File: src/rtl/wb_burst_pkg.sv
// Shared types for the Wishbone burst master: request/response beats,
// response status codes, CTI encodings and the engine state encoding.
package wb_burst_pkg;

    localparam int DATA_W = 32;
    localparam int ADDR_W = 32;
    localparam int SEL_W  = DATA_W / 8;

    localparam logic [2:0] CTI_CLASSIC = 3'b000;
    localparam logic [2:0] CTI_INCR    = 3'b010;
    localparam logic [2:0] CTI_EOB     = 3'b111;

    typedef enum logic [1:0] {
        STS_OK      = 2'd0,
        STS_ERR     = 2'd1,
        STS_TIMEOUT = 2'd2,
        STS_ABORT   = 2'd3
    } wb_status_e;

    typedef struct packed {
        logic [ADDR_W-1:0] adr;
        logic [DATA_W-1:0] dat;
        logic [SEL_W-1:0]  sel;
        logic              we;
        logic              last;
        logic [1:0]        bte;
    } wb_req_s;

    typedef struct packed {
        logic [DATA_W-1:0] dat;
        wb_status_e        status;
    } wb_rsp_s;

    typedef enum logic [1:0] {
        S_IDLE  = 2'd0,
        S_BUS   = 2'd1,
        S_WAIT  = 2'd2,
        S_FLUSH = 2'd3
    } wb_state_e;

endpackage

File: src/rtl/wb_req_fifo.sv
// Request queue: DEPTH x W synchronous FIFO with show-ahead head.
// Ports: push/din, pop/dout (head), full, empty, count (occupancy).
module wb_req_fifo #(
    parameter int DEPTH = 4,
    parameter int W     = 8
) (
    input  logic                     clk,
    input  logic                     rst_n,
    input  logic                     push,
    input  logic [W-1:0]             din,
    input  logic                     pop,
    output logic [W-1:0]             dout,
    output logic                     full,
    output logic                     empty,
    output logic [$clog2(DEPTH):0]   count
);

    localparam int AW = $clog2(DEPTH);
    localparam logic [AW:0] FULL_CNT = (AW+1)'(DEPTH);

    logic [W-1:0]  mem [DEPTH];
    logic [AW-1:0] wr_ptr;
    logic [AW-1:0] rd_ptr;
    logic [AW:0]   cnt;
    logic          do_push;
    logic          do_pop;

    assign full    = (cnt == FULL_CNT);
    assign empty   = (cnt == '0);
    assign count   = cnt;
    assign dout    = mem[rd_ptr];
    assign do_pop  = pop && !empty;
    // A pop frees the slot this cycle, so push while full is legal then.
    assign do_push = push && (!full || do_pop);

    always_ff @(posedge clk) begin
        if (do_push) mem[wr_ptr] <= din;
    end

    always_ff @(posedge clk or negedge rst_n) begin
        if (!rst_n) begin
            wr_ptr <= '0;
            rd_ptr <= '0;
            cnt    <= '0;
        end else begin
            if (do_push) wr_ptr <= wr_ptr + 1'b1;
            if (do_pop)  rd_ptr <= rd_ptr + 1'b1;
            case ({do_push, do_pop})
                2'b10:   cnt <= cnt + 1'b1;
                2'b01:   cnt <= cnt - 1'b1;
                default: cnt <= cnt;
            endcase
        end
    end

endmodule

File: src/rtl/wb_burst_master.sv
// Wishbone B3 master: queues per-beat requests, issues classic/incrementing
// bursts with CTI/BTE, returns one response per beat (OK/ERR/TIMEOUT/ABORT).
// Ports: req_* stream in, rsp_* stream out, m_wb_* bus, busy_o.
module wb_burst_master
    import wb_burst_pkg::*;
#(
    parameter int DEPTH   = 4,
    parameter int TIMEOUT = 255
) (
    input  logic              wb_clk_i,
    input  logic              wb_rst_n_i,
    input  logic              req_valid_i,
    output logic              req_ready_o,
    input  wb_req_s           req_i,
    output logic              rsp_valid_o,
    input  logic              rsp_ready_i,
    output wb_rsp_s           rsp_o,
    output logic [ADDR_W-1:0] m_wb_adr_o,
    output logic [DATA_W-1:0] m_wb_dat_o,
    input  logic [DATA_W-1:0] m_wb_dat_i,
    output logic [SEL_W-1:0]  m_wb_sel_o,
    output logic              m_wb_we_o,
    output logic              m_wb_cyc_o,
    output logic              m_wb_stb_o,
    input  logic              m_wb_ack_i,
    input  logic              m_wb_err_i,
    output logic [2:0]        m_wb_cti_o,
    output logic [1:0]        m_wb_bte_o,
    output logic              busy_o
);

    localparam int CW = $clog2(DEPTH) + 1;
    localparam int TW = ($clog2(TIMEOUT + 1) > 8) ? $clog2(TIMEOUT + 1) : 8;
    localparam logic [CW-1:0] ONE_CNT  = CW'(1);
    localparam logic [TW-1:0] TMO_LAST = TW'(TIMEOUT - 1);

    wb_state_e                  state;
    wb_state_e                  state_nx;
    logic [$bits(wb_req_s)-1:0] head_bits;
    wb_req_s                    head;
    logic                       q_full;
    logic                       q_empty;
    logic [CW-1:0]              q_count;
    logic                       push;
    logic                       pop;
    logic                       rsp_free;
    logic                       strobe_ok;
    logic                       cyc;
    logic                       stb;
    logic                       rsp_load;
    wb_rsp_s                    rsp_nx;
    wb_rsp_s                    rsp_q;
    logic                       rsp_valid;
    logic                       in_burst;
    logic                       in_burst_nx;
    logic [TW-1:0]              timer;

    assign push        = req_valid_i && !q_full;
    assign req_ready_o = !q_full;
    assign head        = head_bits;

    wb_req_fifo #(
        .DEPTH (DEPTH),
        .W     ($bits(wb_req_s))
    ) u_fifo (
        .clk   (wb_clk_i),
        .rst_n (wb_rst_n_i),
        .push  (push),
        .din   (req_i),
        .pop   (pop),
        .dout  (head_bits),
        .full  (q_full),
        .empty (q_empty),
        .count (q_count)
    );

    // A beat may only be strobed if its response has somewhere to go.
    assign rsp_free  = !rsp_valid || rsp_ready_i;
    assign strobe_ok = !q_empty && rsp_free;

    always_comb begin
        state_nx    = state;
        cyc         = 1'b0;
        stb         = 1'b0;
        pop         = 1'b0;
        rsp_load    = 1'b0;
        rsp_nx      = '{dat: '0, status: STS_OK};
        in_burst_nx = in_burst;
        unique case (state)
            S_IDLE: begin
                if (strobe_ok) state_nx = S_BUS;
            end
            S_BUS: begin
                cyc = 1'b1;
                stb = strobe_ok;
                if (stb && m_wb_err_i) begin
                    pop         = 1'b1;
                    rsp_load    = 1'b1;
                    rsp_nx      = '{dat: '0, status: STS_ERR};
                    in_burst_nx = 1'b0;
                    state_nx    = head.last ? S_IDLE : S_FLUSH;
                end else if (stb && m_wb_ack_i) begin
                    pop      = 1'b1;
                    rsp_load = 1'b1;
                    rsp_nx   = '{dat: m_wb_dat_i, status: STS_OK};
                    if (head.last) begin
                        in_burst_nx = 1'b0;
                        state_nx    = S_IDLE;
                    end else begin
                        in_burst_nx = 1'b1;
                        // Another queued beat: keep stb up, zero-wait.
                        state_nx    = (q_count > ONE_CNT) ? S_BUS : S_WAIT;
                    end
                end else if (stb && timer == TMO_LAST) begin
                    // This is the TIMEOUT-th strobe cycle without a reply.
                    pop         = 1'b1;
                    rsp_load    = 1'b1;
                    rsp_nx      = '{dat: '0, status: STS_TIMEOUT};
                    in_burst_nx = 1'b0;
                    state_nx    = head.last ? S_IDLE : S_FLUSH;
                end else if (!stb) begin
                    state_nx = S_WAIT;
                end
            end
            S_WAIT: begin
                cyc = 1'b1;
                if (strobe_ok) state_nx = S_BUS;
            end
            S_FLUSH: begin
                if (strobe_ok) begin
                    pop      = 1'b1;
                    rsp_load = 1'b1;
                    rsp_nx   = '{dat: '0, status: STS_ABORT};
                    if (head.last) state_nx = S_IDLE;
                end
            end
        endcase
    end

    always_ff @(posedge wb_clk_i or negedge wb_rst_n_i) begin
        if (!wb_rst_n_i) begin
            state    <= S_IDLE;
            in_burst <= 1'b0;
            timer    <= '0;
        end else begin
            state    <= state_nx;
            in_burst <= in_burst_nx;
            if (stb && !m_wb_ack_i && !m_wb_err_i) timer <= timer + 1'b1;
            else                                   timer <= '0;
        end
    end

    always_ff @(posedge wb_clk_i or negedge wb_rst_n_i) begin
        if (!wb_rst_n_i) begin
            rsp_valid <= 1'b0;
            rsp_q     <= '0;
        end else if (rsp_load) begin
            rsp_valid <= 1'b1;
            rsp_q     <= rsp_nx;
        end else if (rsp_ready_i) begin
            rsp_valid <= 1'b0;
        end
    end

    assign rsp_valid_o = rsp_valid;
    assign rsp_o       = rsp_q;
    assign m_wb_cyc_o  = cyc;
    assign m_wb_stb_o  = stb;
    assign busy_o      = cyc || !q_empty;

    // Bus fields are zero whenever no beat is strobed.
    always_comb begin
        m_wb_adr_o = '0;
        m_wb_dat_o = '0;
        m_wb_sel_o = '0;
        m_wb_we_o  = 1'b0;
        m_wb_bte_o = 2'b00;
        m_wb_cti_o = CTI_CLASSIC;
        if (stb) begin
            m_wb_adr_o = head.adr;
            m_wb_dat_o = head.dat;
            m_wb_sel_o = head.sel;
            m_wb_we_o  = head.we;
            m_wb_bte_o = head.bte;
            if (!head.last)    m_wb_cti_o = CTI_INCR;
            else if (in_burst) m_wb_cti_o = CTI_EOB;
            else               m_wb_cti_o = CTI_CLASSIC;
        end
    end

endmodule

File: config.mk
export PLATFORM = sky130hd
export DESIGN_NAME = wb_burst_master
export DESIGN_NICKNAME = d
export VERILOG_FILES = /design/src/rtl/wb_burst_pkg.sv /design/src/rtl/wb_req_fifo.sv /design/src/rtl/wb_burst_master.sv
export SDC_FILE = /design/constraint.sdc
export NUM_CORES = 1
export LEC_CHECK = 0
export CORE_MARGIN = 8
export CORE_UTILIZATION = 45
export CTS_CLUSTER_SIZE = 25
export DETAILED_ROUTE_END_ITERATION = 12
export PLACE_DENSITY_LB_ADDON = 0.1
export SKIP_LAST_GASP = 1
export SYNTH_ARGS = -nofsm -noshare
export SYNTH_HDL_FRONTEND = slang
export SYNTH_SLANG_ARGS = --single-unit
export TNS_END_PERCENT = 50
File: constraint.sdc
create_clock -name wb_clk_i -period 3 [get_ports wb_clk_i]
set_input_delay 0.75 -clock wb_clk_i [delete_from_list [all_inputs] [get_ports wb_clk_i]]
set_output_delay 0.75 -clock wb_clk_i [all_outputs]
set_load 0.03 [all_outputs]
==> impl_metrics.ini <==
[route]
vias_per_cell = 5.24
finalWirelength_um = 29100
drc = 0
first_iter_violations = 354
ant_nets = 0
wire_per_inst_um = 21.8
vias = 6996
drt_pass1_iterations = 4

[clocking]
cts_tree = built
cts_root_buf = clkbuf_16
ctsHtreeMaxLevel = 2
clockBufferDepth = 3
clk_pin_slew_ns = 0.06
numCtsBuffers = 36
clkSinkCount = 341
worstSkewPairLatency_ns = 0.50

[worst_setup_path]
crit_type = in -> out
worstPathArrival_ns = 2.17
start_kind = primary input
endpoint_kind = output pin
required_ns = 2.25
critPathMaxFanout = 11

[cells_and_area]
syn_to_final_growth_pct = 32.1
stdcell_count = 1336
nets = 1045
drive_above_1_share_pct = 26.6
diodes = 0
fin_util_pct = 59.7

[global_routing]
grt_pass1_wl_um = 44800
grt_max_degree = 39
grt_pass1_vias = 7806
grt-ovfl-total = 0
grtUsageTotal_pct = 16.2
antenna_found_initial = 2

[timing]
slew_headroom_pct = 61.5
grt_setup_unrepaired = false
holdWs_ns = 0.249
slew_viol_final = 0
finalCritPeriodShare_pct = 97.4
worst_pin_slew_ns = 0.578
fin_crit_ns = 2.92
setup_viol = 0
clock_skew_ns = 0.00592
max_freq_mhz = 342
finalHoldViolations = 0
setup_tns_ns = 0

[yosys]
synth_xor_area_share_pct = 0.727
synth_top_family_by_area = multiplexers
ys_ff_latch = 341
synth_mux_area_share_pct = 12.4
synth-simple-area-share_pct = 5.15
synth_ff_type = edfxtp_1
syn_area_um2 = 13300
async_flop_share_pct = 15.5
yosys_warnings = 0
synth_compound_area_share_pct = 3.33
synth_edf_count = 288
synthAdderAreaFrac_pct = 1.42
yosysSeqAreaShare_pct = 75.3
synth_fp_nets = 787
syn_avg_cell_area_um2 = 20.0
synth_cell_types = 38
syn_inst = 662

[power]
power_density_nw_per_um2 = 1050
worst_ir_drop_vdd_mv = 0.664
p_leak_uw = 0.00635

[placement]
place_congestion = 0.835
numPlacedInstances = 1265
dpl.hpwl_um = 18300
io_buffers = 222

[hold_path]
hold_path_class = in -> async

[die]
die_w_um = 188
rows = 63
die_area_um2 = 35200
die_height_um = 188
initial_utilization_pct = 45.2
io_pins = 223
core_area_um2 = 29300

[run]
drv_cap = 0

[run_status]
status = finished, final reports clean
[what timing repair did]
item,CTS,global route
setup endpoints to repair,76,57
pin swaps,0,0
setup buffers,4,0
hold buffers,0,0
gates cloned,1,2
gates resized for setup,5,4
[layer usage]
| metal | track usage [%] | wire length, um | vias to the layer above |
|---|---|---|---|
| li1 | - | - | 3148 |
| met1 | 20.0 | 11900 | 3598 |
| met2 | 28.0 | 14800 | 203 |
| met3 | 4.46 | 1850 | 43 |
| met4 | 3.73 | 476 | 4 |
| met5 | 0 | 27 | - |
[placed cells by master, fill, tap and decap left out, types with 4 or more instances in the layout]
| master | netlist | routed |
|---|---|---|
| clkinv_2 | 0 | 5 |
| and2_1 | 73 | 73 |
| clkdlybuf4s50_1 | 0 | 145 |
| dfrtp_1 | 53 | 51 |
| nand2_1 | 9 | 9 |
| bufinv_16 | 0 | 7 |
| clkbuf_16 | 0 | 39 |
| inv_1 | 14 | 12 |
| and3_4 | 0 | 4 |
| buf_4 | 1 | 78 |
| mux4_2 | 72 | 72 |
| xor2_1 | 6 | 6 |
| xnor2_1 | 5 | 5 |
| a21oi_1 | 6 | 6 |
| clkinv_1 | 0 | 9 |
| nor2_1 | 14 | 14 |
| buf_12 | 0 | 26 |
| ha_1 | 15 | 13 |
| edfxtp_1 | 288 | 288 |
| o21ai_0 | 4 | 4 |
| nand3_1 | 6 | 5 |
| a22o_1 | 33 | 33 |
[report_power, final]
part / switching, uW / internal [uW]
registers: 337 / 6300
clock network: 1710 / 2890
logic: 3870 / 3270
total: 5920 / 12500
[state kept, by name (all words and copies together) (netlist names)]
| register | count |
|---|---|
| u_fifo.rd_ptr | 2 |
| u_fifo.count | 3 |
| rsp_o | 34 |
| rsp_valid_o | 1 |
| u_fifo.mem | 288 |
| timer | 8 |
| state | 2 |
| in_burst | 1 |
| u_fifo.wr_ptr | 2 |
[cell type report]
class / instances / area, um2
Fill cell: 2190 / 11800
Sequential cell: 341 / 9980
Multi-Input combinational cell: 273 / 3090
Timing Repair Buffer: 254 / 2650
Clock buffer: 41 / 961
Tap cell: 390 / 488
Clock inverter: 23 / 285
Inverter: 14 / 57.6
[Yosys cell counts, drive strengths merged, types with 2 or more instances]
| library cell | n | area, um2 |
|---|---|---|
| nand2b | 4 | 32.5 |
| xnor2 | 5 | 43.8 |
| a21oi | 7 | 38.8 |
| a31oi | 2 | 12.5 |
| nand2 | 9 | 33.8 |
| and3 | 6 | 37.5 |
| mux2i | 2 | 20.0 |
| nand3 | 6 | 30.0 |
| o21ai | 4 | 20.0 |
| dfrtp | 53 | 1330 |
| clkbuf | 18 | 67.6 |
| ha | 15 | 188 |
| inv | 14 | 52.6 |
| xor2 | 6 | 52.6 |
| mux4 | 72 | 1620 |
| nor2 | 14 | 52.6 |
| edfxtp | 288 | 8650 |
| and2 | 73 | 457 |
| buf | 16 | 108 |
| or2 | 3 | 18.8 |
| a22o | 33 | 289 |
[final timing paths]
kind	depth (start not counted)	slack (ns)	to	from
setup / recovery	7	0.08	m_wb_dat_o[9]	rsp_ready_i
hold / removal	1	0.25	rsp_o[0]$_DFFE_PN0P_	wb_rst_n_i
setup reg to reg	10	0.84	u_fifo.count[2]$_DFFE_PN0P_	timer[0]$_DFF_PN0_
hold reg to reg	1	0.50	rsp_o[11]$_DFFE_PN0P_	rsp_o[11]$_DFFE_PN0P_
max in group asynchronous	2	2.17	rsp_o[14]$_DFFE_PN0P_	wb_rst_n_i
min in group wb_clk_i	1	0.50	rsp_o[11]$_DFFE_PN0P_	rsp_o[11]$_DFFE_PN0P_
[critical path, cell delays in order]
cell and delay (ns):
clkdlybuf4s50_1 0.46, nand2b_1 0.17, nand3_2 0.13, clkinv_4 0.16
buf_12 0.15, and2_1 0.17, buf_4 0.17
[per-stage QoR]
stage | instance area [um2] | power [uW] | setup slack, ns
after floorplan | 13300 | 10900 | -0.187
after global placement | 16100 | 13500 | 0.0322
after detailed placement | 16100 | 13700 | 0.0261
after CTS | 17400 | 18500 | 0.00596
after global routing | 17500 | 19300 | 0.00138
final | 17500 | 18400 | 0.0790
[cell families (layout without fill, tap and decap cells)]
kind of cell,after synthesis,after routing
adder cells (fa/ha/maj),15,15
buffers and inverters,48,332
flip-flops,341,341
XOR/XNOR,11,11
multiplexers,74,74
AO/OA/AOI/OAI,55,55
AND/OR/NAND/NOR,118,118
Note: power is estimated with default switching activity, not from simulation.
